===== config.mk =====
export PLATFORM = sky130hd
export DESIGN_NAME = uart_controller
export DESIGN_NICKNAME = d
export VERILOG_FILES = /design/src/rtl/uart_controller_pkg.sv /design/src/rtl/uart_rx.sv /design/src/rtl/uart_tx.sv /design/src/rtl/uart_controller.sv
export SDC_FILE = /design/constraint.sdc
export NUM_CORES = 1
export LEC_CHECK = 0
export ABC_CLOCK_PERIOD_IN_PS = 2700
export BUFFER_PORTS_ARGS = -buffer_cell sky130_fd_sc_hd__buf_2
export CORE_MARGIN = 2
export CORE_UTILIZATION = 30
export DETAILED_ROUTE_END_ITERATION = 10
export GPL_ROUTABILITY_DRIVEN = 0
export PLACE_DENSITY = 0.43
export SYNTH_ARGS = -nofsm -noshare
export SYNTH_HDL_FRONTEND = slang
export SYNTH_HIERARCHICAL = 1
export SYNTH_SLANG_ARGS = --single-unit
export TNS_END_PERCENT = 10

===== constraint.sdc =====
create_clock -name clk -period 2.7 [get_ports clk]
set_input_delay 0.27 -clock clk [delete_from_list [all_inputs] [get_ports clk]]
set_output_delay 0.27 -clock clk [all_outputs]
set_load 0.05 [all_outputs]

===== src/rtl/uart_controller_pkg.sv =====
// Shared frame constants, FSM state types and baud-rate helper functions
// for the 8N1 UART transmitter and receiver.
package uart_controller_pkg;

   localparam int DATA_BITS = 8;
   localparam int STOP_BITS = 1;

   typedef enum logic [1:0] {
      TX_IDLE,
      TX_START,
      TX_DATA,
      TX_STOP
   } tx_state_e;

   typedef enum logic [2:0] {
      RX_IDLE,
      RX_START,
      RX_DATA,
      RX_STOP,
      RX_WAIT_IDLE
   } rx_state_e;

   function automatic int clks_per_bit(input int clock_rate, input int baud_rate);
      return clock_rate / baud_rate;
   endfunction

   // Rounded to the nearest integer divider, never below one clock per tick.
   function automatic int rx_tick_div(input int clock_rate, input int baud_rate,
                                      input int oversample);
      int denom;
      int div;
      denom = baud_rate * oversample;
      div   = (clock_rate + denom / 2) / denom;
      return (div < 1) ? 1 : div;
   endfunction

endpackage


===== src/rtl/uart_rx.sv =====
// 8N1 receiver: synchronises the serial line, oversamples it with a divided
// tick and recovers bytes sampled at mid-bit.
module uart_rx
   import uart_controller_pkg::*;
#(
   parameter int OVERSAMPLE = 16,
   parameter int TICK_DIV   = 14
) (
   input  logic                 clk,
   input  logic                 rst_n,
   input  logic                 rx_serial_i,
   output logic                 rx_done_o,
   output logic [DATA_BITS-1:0] rx_byte_o
);

   localparam int DIV_W  = (TICK_DIV > 1) ? $clog2(TICK_DIV) : 1;
   localparam int TICK_W = $clog2(OVERSAMPLE);
   localparam int BIT_W  = $clog2(DATA_BITS);
   localparam logic [DIV_W-1:0]  DIV_LAST  = DIV_W'(TICK_DIV - 1);
   localparam logic [TICK_W-1:0] HALF_LAST = TICK_W'(OVERSAMPLE / 2 - 1);
   localparam logic [TICK_W-1:0] FULL_LAST = TICK_W'(OVERSAMPLE - 1);
   localparam logic [BIT_W-1:0]  BIT_LAST  = BIT_W'(DATA_BITS - 1);

   rx_state_e            state_q, state_d;
   logic                 meta_q, sync_q, prev_q;
   logic [DIV_W-1:0]     div_q, div_d;
   logic [TICK_W-1:0]    tick_cnt_q, tick_cnt_d;
   logic [BIT_W-1:0]     bit_q, bit_d;
   logic [DATA_BITS-1:0] shift_q, shift_d;
   logic [DATA_BITS-1:0] byte_q, byte_d;
   logic                 done_q, done_d;
   logic                 tick;
   logic                 div_clr;

   assign tick = (div_q == DIV_LAST);

   // Synchroniser flops reset to the idle-high line level so reset is not seen as a start bit.
   always_ff @(posedge clk or negedge rst_n) begin
      if (!rst_n) begin
         meta_q     <= 1'b1;
         sync_q     <= 1'b1;
         prev_q     <= 1'b1;
         state_q    <= RX_IDLE;
         div_q      <= '0;
         tick_cnt_q <= '0;
         bit_q      <= '0;
         shift_q    <= '0;
         byte_q     <= '0;
         done_q     <= 1'b0;
      end else begin
         meta_q     <= rx_serial_i;
         sync_q     <= meta_q;
         prev_q     <= sync_q;
         state_q    <= state_d;
         div_q      <= div_d;
         tick_cnt_q <= tick_cnt_d;
         bit_q      <= bit_d;
         shift_q    <= shift_d;
         byte_q     <= byte_d;
         done_q     <= done_d;
      end
   end

   always_comb begin
      state_d    = state_q;
      tick_cnt_d = tick_cnt_q;
      bit_d      = bit_q;
      shift_d    = shift_q;
      byte_d     = byte_q;
      done_d     = 1'b0;
      div_clr    = 1'b0;

      unique case (state_q)
         RX_IDLE: begin
            if (prev_q && !sync_q) begin
               div_clr    = 1'b1;
               tick_cnt_d = '0;
               state_d    = RX_START;
            end
         end
         RX_START: begin
            if (tick) begin
               if (tick_cnt_q == HALF_LAST) begin
                  // Restarting the count here puts every later sample at mid-bit.
                  tick_cnt_d = '0;
                  bit_d      = '0;
                  state_d    = sync_q ? RX_IDLE : RX_DATA;
               end else begin
                  tick_cnt_d = tick_cnt_q + 1'b1;
               end
            end
         end
         RX_DATA: begin
            if (tick) begin
               if (tick_cnt_q == FULL_LAST) begin
                  tick_cnt_d = '0;
                  shift_d    = {sync_q, shift_q[DATA_BITS-1:1]};
                  if (bit_q == BIT_LAST) begin
                     state_d = RX_STOP;
                  end else begin
                     bit_d = bit_q + 1'b1;
                  end
               end else begin
                  tick_cnt_d = tick_cnt_q + 1'b1;
               end
            end
         end
         RX_STOP: begin
            if (tick) begin
               if (tick_cnt_q == FULL_LAST) begin
                  tick_cnt_d = '0;
                  if (sync_q) begin
                     byte_d  = shift_q;
                     done_d  = 1'b1;
                     state_d = RX_IDLE;
                  end else begin
                     state_d = RX_WAIT_IDLE;
                  end
               end else begin
                  tick_cnt_d = tick_cnt_q + 1'b1;
               end
            end
         end
         RX_WAIT_IDLE: begin
            if (sync_q) begin
               state_d = RX_IDLE;
            end
         end
         default: state_d = RX_IDLE;
      endcase

      div_d = (div_clr || tick) ? '0 : div_q + 1'b1;
   end

   assign rx_done_o = done_q;
   assign rx_byte_o = byte_q;

endmodule


===== src/rtl/uart_tx.sv =====
// 8N1 transmitter: latches a byte at frame start and shifts it out LSB first
// between a low start bit and a high stop bit.
module uart_tx
   import uart_controller_pkg::*;
#(
   parameter int CLKS_PER_BIT = 217
) (
   input  logic                 clk,
   input  logic                 rst_n,
   input  logic                 tx_start_i,
   input  logic [DATA_BITS-1:0] tx_byte_i,
   output logic                 tx_active_o,
   output logic                 tx_serial_o,
   output logic                 tx_done_o
);

   localparam int CNT_W = (CLKS_PER_BIT > 1) ? $clog2(CLKS_PER_BIT) : 1;
   localparam int BIT_W = $clog2(DATA_BITS);
   localparam logic [CNT_W-1:0] CNT_LAST  = CNT_W'(CLKS_PER_BIT - 1);
   localparam logic [BIT_W-1:0] BIT_LAST  = BIT_W'(DATA_BITS - 1);
   localparam logic [BIT_W-1:0] STOP_LAST = BIT_W'(STOP_BITS - 1);

   tx_state_e            state_q, state_d;
   logic [CNT_W-1:0]     cnt_q, cnt_d;
   logic [BIT_W-1:0]     bit_q, bit_d;
   logic [DATA_BITS-1:0] shift_q, shift_d;
   logic                 serial_q, serial_d;
   logic                 active_q, active_d;
   logic                 done_q, done_d;

   // NOTE: sequential state uses non-blocking (<=) so every flop samples pre-edge values.
   always_ff @(posedge clk or negedge rst_n) begin
      if (!rst_n) begin
         state_q  <= TX_IDLE;
         cnt_q    <= '0;
         bit_q    <= '0;
         shift_q  <= '0;
         serial_q <= 1'b1;
         active_q <= 1'b0;
         done_q   <= 1'b0;
      end else begin
         state_q  <= state_d;
         cnt_q    <= cnt_d;
         bit_q    <= bit_d;
         shift_q  <= shift_d;
         serial_q <= serial_d;
         active_q <= active_d;
         done_q   <= done_d;
      end
   end

   // NOTE: every output of this block gets a default first, so no path can infer a latch.
   always_comb begin
      state_d  = state_q;
      cnt_d    = cnt_q;
      bit_d    = bit_q;
      shift_d  = shift_q;
      serial_d = serial_q;
      active_d = active_q;
      done_d   = 1'b0;

      unique case (state_q)
         TX_IDLE: begin
            serial_d = 1'b1;
            active_d = 1'b0;
            if (tx_start_i) begin
               shift_d  = tx_byte_i;
               cnt_d    = '0;
               bit_d    = '0;
               serial_d = 1'b0;
               active_d = 1'b1;
               state_d  = TX_START;
            end
         end
         TX_START: begin
            if (cnt_q == CNT_LAST) begin
               cnt_d    = '0;
               serial_d = shift_q[0];
               state_d  = TX_DATA;
            end else begin
               cnt_d = cnt_q + 1'b1;
            end
         end
         TX_DATA: begin
            if (cnt_q == CNT_LAST) begin
               cnt_d = '0;
               if (bit_q == BIT_LAST) begin
                  bit_d    = '0;
                  serial_d = 1'b1;
                  state_d  = TX_STOP;
               end else begin
                  bit_d    = bit_q + 1'b1;
                  shift_d  = shift_q >> 1;
                  serial_d = shift_q[1];
               end
            end else begin
               cnt_d = cnt_q + 1'b1;
            end
         end
         TX_STOP: begin
            if (cnt_q == CNT_LAST) begin
               cnt_d = '0;
               if (bit_q == STOP_LAST) begin
                  done_d   = 1'b1;
                  active_d = 1'b0;
                  state_d  = TX_IDLE;
               end else begin
                  bit_d = bit_q + 1'b1;
               end
            end else begin
               cnt_d = cnt_q + 1'b1;
            end
         end
         default: state_d = TX_IDLE;
      endcase
   end

   assign tx_active_o = active_q;
   assign tx_serial_o = serial_q;
   assign tx_done_o   = done_q;

endmodule


===== src/rtl/uart_controller.sv =====
// Full-duplex 8N1 UART top: independent transmitter and receiver, with an
// optional internal loopback of the TX line into the receiver.
module uart_controller
   import uart_controller_pkg::*;
#(
   parameter int CLOCK_RATE    = 25000000,
   parameter int BAUD_RATE     = 115200,
   parameter int RX_OVERSAMPLE = 16,
   parameter int LOOPBACK      = 0
) (
   input  logic                 clk,
   input  logic                 reset_n,
   input  logic                 i_Tx_Ready,
   input  logic [DATA_BITS-1:0] i_Tx_Byte,
   output logic                 o_Tx_Active,
   output logic                 o_Tx_Data,
   output logic                 o_Tx_Done,
   input  logic                 i_Rx_Data,
   output logic                 o_Rx_Done,
   output logic [DATA_BITS-1:0] o_Rx_Byte
);

   localparam int TX_CLKS_PER_BIT = clks_per_bit(CLOCK_RATE, BAUD_RATE);
   localparam int RX_TICK_DIV     = rx_tick_div(CLOCK_RATE, BAUD_RATE, RX_OVERSAMPLE);

   logic tx_serial;
   logic rx_serial;

   assign rx_serial = (LOOPBACK != 0) ? tx_serial : i_Rx_Data;
   assign o_Tx_Data = tx_serial;

   uart_tx #(
      .CLKS_PER_BIT (TX_CLKS_PER_BIT)
   ) u_tx (
      .clk         (clk),
      .rst_n       (reset_n),
      .tx_start_i  (i_Tx_Ready),
      .tx_byte_i   (i_Tx_Byte),
      .tx_active_o (o_Tx_Active),
      .tx_serial_o (tx_serial),
      .tx_done_o   (o_Tx_Done)
   );

   uart_rx #(
      .OVERSAMPLE (RX_OVERSAMPLE),
      .TICK_DIV   (RX_TICK_DIV)
   ) u_rx (
      .clk         (clk),
      .rst_n       (reset_n),
      .rx_serial_i (rx_serial),
      .rx_done_o   (o_Rx_Done),
      .rx_byte_o   (o_Rx_Byte)
   );

endmodule


Word level (Yosys, flattened, before mapping)
Index checks and enable logic that the tools add are counted.
{"block": "totals", "wordCells": 141, "reg_bits": 58, "in_bits": 12}
{"block": "op_classes", "reduce_logical": 24, "n_addsub": 5, "n_eq_ne": 32, "n_mux": 63}
{"operator": "two-way mux 3 bit", "n": 20}
{"operator": "two-way mux 8 bit", "n": 5}
{"operator": "one-hot mux 8 bit (2 select lines)", "n": 2}
{"operator": "!= test 2 x 1 -> 1 bit (second input constant)", "n": 15}
{"operator": "two-way mux 4 bit", "n": 6}
{"operator": "two-way mux 1 bit", "n": 16}
{"operator": "one-hot mux 3 bit (5 select lines)", "n": 1}
{"operator": "two-way mux 2 bit", "n": 7}
{"operator": "one-hot mux 4 bit (3 select lines)", "n": 1}
{"operator": "AND reduction 4 bit", "n": 3}
{"operator": "AND reduction 6 bit", "n": 2}
{"operator": "== test 3 bit (second input constant)", "n": 3}
{"operator": "one-hot mux 3 bit (3 select lines)", "n": 1}
{"operator": "AND reduction 3 bit", "n": 3}
{"operator": "AND reduction 9 bit", "n": 1}
{"operator": "nonzero test 3 bit", "n": 3}
{"operator": "adder 4 x 1 -> 4 bit (second input constant)", "n": 2}
{"operator": "adder 8 x 1 -> 8 bit (second input constant)", "n": 1}
{"operator": "== test 4 bit (second input constant)", "n": 2}
{"operator": "== test 8 bit (second input constant)", "n": 1}
{"operator": "!= test 2 bit (second input constant)", "n": 4}
{"operator": "one-hot mux 2 bit (4 select lines)", "n": 1}
{"operator": "adder 3 x 1 -> 3 bit (second input constant)", "n": 2}
{"operator": "== test 3 x 2 -> 1 bit (second input constant)", "n": 2}
{"operator": "16 further kinds", "n": 20}

Logic depth before layout (Yosys ltp)
{"block": "logic_depth", "word_depth": 6, "depth_mapped": 8, "depth_no_buf": 6}

Modules after synthesis
The synthesis kept the hierarchy.
{"mod": "uart_rx", "instances": 1, "cells_per_inst": 119, "area_per_inst_um2": 1580.3}
{"mod": "uart_tx", "instances": 1, "cells_per_inst": 143, "area_per_inst_um2": 1502.7}

Least setup slack after synthesis
Ideal clock, no wire load.
{"block": "synth_timing", "path_type": "reg-to-reg", "startpoint": "reg u_tx.state_q[0]", "endpoint": "reg u_tx.shift_q[3]", "path_stages_with_launch": 7, "path_slack_ps": 883, "setup_time_ps": 125, "arrival_ps": 1692, "t_required_ps": 2575, "period_less_slack_ps": 1817, "path_cell_list": "dfrtp_1 -> inv_1 -> ha_1 -> clkbuf_8 -> clkbuf_1 -> mux2_2 -> mux2_4"}
{"block": "synth_via", "elab_chain_cells": 3}
{"item": "start: declaration", "line_no": "uart_tx.sv:23", "rtl": "tx_state_e state_q, state_d;"}
{"item": "start signal: assignment", "line_no": "uart_tx.sv:42", "rtl": "state_q <= state_d;"}
{"item": "== test 2 bit / zero test 2 bit (equally long branches)", "line_no": "uart_tx.sv:62", "rtl": "unique case (state_q)"}
{"item": "!= test 2 bit (no source line), or another cell as far along"}
{"item": "AND reduction 4 bit (no source line)"}
{"item": "end signal: assignment", "line_no": "uart_tx.sv:45", "rtl": "shift_q <= shift_d;"}
{"item": "end: declaration", "line_no": "uart_tx.sv:26", "rtl": "logic [DATA_BITS-1:0] shift_q, shift_d;"}
Several ways; a longest one is shown, not always the timed one.
A chain may end at the register's enable or synchronous reset.

Final worst setup path
{"block": "layout_timing", "startpoint": "reg u_tx.state_q[1]", "endpoint": "reg u_tx.shift_q[3]"}
The elaborated chain is that of the path after synthesis.

==> metrics.md <==
| Metric | Value |
|---|---|
| Most frequent standard cell in the layout excluding fill and tap cells | sky130_fd_sc_hd__dfrtp_1 |
| Detailed-route wire length per cell | 14.46 µm |
| Count of mapped cells out of synthesis | 262 |
| Post-DP HPWL | 4328 µm |
| EDFF count, synth | 0 |
| # DRC | 0 |
| Power Density | 619.9 nW/µm² |
| Worst Tran Pin Value | 0.7008 ns |
| Count of hold buffers inserted by post-cts repair | 1 |
| Count of vias placed by the detailed router | 2060 |
| Mapped Nets | 291 |
| Min-delay src | i_Rx_Data |
| Arrival time worst endpoint | 2.34 ns |
| Minimum clock period after layout | 2.124 ns |
| Residual overflow from global routing | 0 |
| Crit path kind | register to register |
| Critical path cell sequence | inv_1 -> ha_1 -> nor2_1 -> or3_1 -> mux2_4 |
| Worst vdd rail ir drop | 0.0002815 V |
| Routed wire length | 6219 µm |
| Outcome | completed |
| Largest net degree at the start of global routing | 31 |
| Diode insertion count for antenna repair | 0 |
| Total Die Area | 11100 µm² |
| Launching point of the worst reg2reg path | u_tx/state_q[1] |
| Pleak | 1.668 nW |
| Fraction of registers with async set/reset | 100.0% |
| Largest stage delay on the critical path | 0.56 ns |
| Core Rows | 37 |
| Number of instances on the worst hold path | 1 |
| First-pass GRT wire length | 10810 µm |
| Kind of cell adding the most delay to the critical path | simple AND/OR/NAND/NOR gates |
| Element type at the critical path start | register |
| Upper clock frequency limit | 470.8 MHz |
| Maximum root-to-sink buffer count | 2 |
| Unrepaired setup endpoints after global routing | no |
| Starting density of the core | 30.41% |
| Sequential share of the synthesized area | 47.24% |
| H-tree Lvls | 3 |
| CTS tree | built |
| Total Routing Usage GR | 12.27% |
| Input/output buffers | 23 |
| Aggregate negative setup slack | 0 ns |
| Nets | 318 |
| Count of state elements after synthesis | 58 |
| Core outline area | 10140 µm² |
| Buf+Inv Stages, Crit Path | 1 |
| Final cell count without fillers | 430 |
| Number of pins with negative max-slew slack in the final report | 0 |
| Fin crit share | 78.66% |
| Kind of capture point of the worst setup path | register |
| DR vias/cell | 4.791 |
| Hold Vio Cnt, Final | 0 |
| Root buffer cell | sky130_fd_sc_hd__clkbuf_8 |
| Worst Path Required | 2.91 ns |
| Register-to-Register Path Depth | 5 |
| Fill cells | 1017 |
| Maximum net fanout on the critical path | 12 |
| First-pass iteration count of the detailed router | 4 |
| Terminus of the critical flop-to-flop path | u_tx/shift_q[3] |
| Post-Route Hold Slack | 0.03538 ns |
| Cells resized by post-CTS repair | 0 |
| Number of violations of the max-capacitance limit | 0 |
| Clock tree skew after final layout | 0.008416 ns |
| Synth unique cells | 64 |
| Type of the tightest min-delay check | input pin to register |
| Via count of the first global-routing pass | 2109 |
| Post-route antenna net violation count | 0 |
| Layout overhead on the synthesized area | 15.58% |
| I/O Pins | 24 |
| Layout cells sized above 1 | 30.95% |
| Drt first-iter violations | 60 |
| Total clock sinks | 58 |
| Standard cell with the maximum stage delay on the critical path | sky130_fd_sc_hd__or3_1 |
| Max-slew headroom | 53.28% |
| Commonest cells after routing, fill and taps aside | sky130_fd_sc_hd__dfrtp_1 (54), sky130_fd_sc_hd__mux2_2 (24), sky130_fd_sc_hd__buf_2 (23) |
| Post-synthesis instance area | 3083 µm² |
| Final setup fails | 0 |
| Inserted Clock Buffers | 9 |
| Antenna violations before repair | 0 |
| Most instantiated flip-flop cell in the synthesis netlist | sky130_fd_sc_hd__dfrtp_1 |
| Total placed cells including tap cells | 413 |
| Number of buffers inserted to repair setup after CTS | 0 |
| Average cell area after synthesis | 11.77 µm² |
| Synthesis Warnings | 6 |
| Latest clock arrival within the worst-skew pair | 0.34 ns |
| Die boundary height | 105.4 µm |
| Slack of the worst reg-to-reg path | 0.58 ns |
| CTS clock-pin slew for the worst setup and hold paths | 0.07 ns |
| Die width | 105.4 µm |
| Hold Path Sink | u_rx/meta_q |
[cells in the mapped netlist (5+ instances only)]
| library cell | n | area (µm²) |
|---|---|---|
| sky130_fd_sc_hd__buf_2 | 5 | 25.02 |
| sky130_fd_sc_hd__nor2_1 | 12 | 45.04 |
| sky130_fd_sc_hd__mux2_2 | 24 | 270.3 |
| sky130_fd_sc_hd__nand2_1 | 9 | 33.78 |
| sky130_fd_sc_hd__ha_1 | 17 | 212.7 |
| sky130_fd_sc_hd__mux2_4 | 7 | 105.1 |
| sky130_fd_sc_hd__dfrtp_1 | 54 | 1351 |
| sky130_fd_sc_hd__nand3_1 | 5 | 25.02 |
| sky130_fd_sc_hd__o21ai_0 | 10 | 50.05 |
| sky130_fd_sc_hd__or3_1 | 5 | 31.28 |
| sky130_fd_sc_hd__a31oi_1 | 9 | 56.30 |
| sky130_fd_sc_hd__inv_1 | 17 | 63.81 |
[through the flow]
stage	instance area (µm²)	total power [mW]	utilization [%]	setup WS (ns)
6_report	3563	2.209	35.15	0.5761
5_1_grt	3563	2.348	35.15	0.4225
4_1_cts	3563	2.255	35.15	0.5496
3_5_place_dp	3327	1.321	32.82	0.5737
3_3_place_gp	3327	1.319	32.82	0.6190
2_1_floorplan	3083	1.245	-	0.8825
[sequential cells by signal (all words and copies together) (netlist names)]
name and cells:
u_rx/state_q 3, u_tx/tx_done_o 1, u_tx/bit_q 3, u_rx/rx_done_o 1, u_tx/tx_serial_o 1, u_rx/bit_q 3, u_tx/shift_q 8, u_tx/state_q 2
u_tx/tx_active_o 1, u_rx/sync_q 1, u_rx/shift_q 8, u_rx/div_q 4, u_rx/rx_byte_o 8, u_rx/tick_cnt_q 4, u_tx/cnt_q 8, u_rx/meta_q 1
u_rx/prev_q 1
[logic make-up (layout without fill, tap and decap cells)]
logic type	count (synthesis)	count (layout)	share of synthesized area, %
AO/OA/AOI/OAI	52	52	12.26
XOR/XNOR	4	4	1.137
adder cells (fa/ha/maj)	17	17	6.899
buffers and inverters	28	60	4.545
flip-flops	58	58	47.24
multiplexers	38	38	14.57
AND/OR/NAND/NOR	65	65	13.35
[report_power, final]
part / internal [mW] / switching, mW / total, mW
logic: 0.133 / 0.156 / 0.289
clock network: 0.527 / 0.381 / 0.907
registers: 0.934 / 0.0786 / 1.01
total: 1.59 / 0.615 / 2.21
[worst register-to-register path, delay by kind of cell, from the launching register on]
family	cells	cell delay [ns]
simple gates	2	0.68
flops	1	0.41
fa+ha+maj	1	0.41
mux	1	0.37
buf+inv	1	0.13
[how the worst max path moves through the flow]
| stage | start | to | cells after the start |
|---|---|---|---|
| finish | u_tx/state_q[1] | u_tx/shift_q[3] | 5 |
| global route | u_tx/state_q[0] | u_tx/shift_q[3] | 5 |
| CTS | u_tx/state_q[0] | u_tx/shift_q[3] | 5 |
| detailed placement | u_tx/state_q[0] | u_tx/shift_q[4] | 5 |
| global placement | u_tx/state_q[0] | u_tx/shift_q[2] | 5 |
| floorplan | u_tx/state_q[0] | u_tx/shift_q[3] | 6 |
[layout make-up]
type | instances | area, µm² | share of cell area (%)
Tap cell | 136 | 170.2 | 4.775
Sequential cell | 58 | 1456 | 40.87
Clock inverter | 7 | 102.6 | 2.879
Clock buffer | 9 | 123.9 | 3.476
Multi-Input combinational cell | 176 | 1486 | 41.71
Timing Repair Buffer | 27 | 160.2 | 4.494
Inverter | 17 | 63.81 | 1.791
[per-layer routing]
layer / track usage (%) / part of all wire [%]
met4: 4.857 / 0.95
met3: 3.401 / 3.3
met2: 17.79 / 43
met5: 0 / 0
met1: 17.24 / 52
Note: power is estimated with default switching activity, not from simulation.
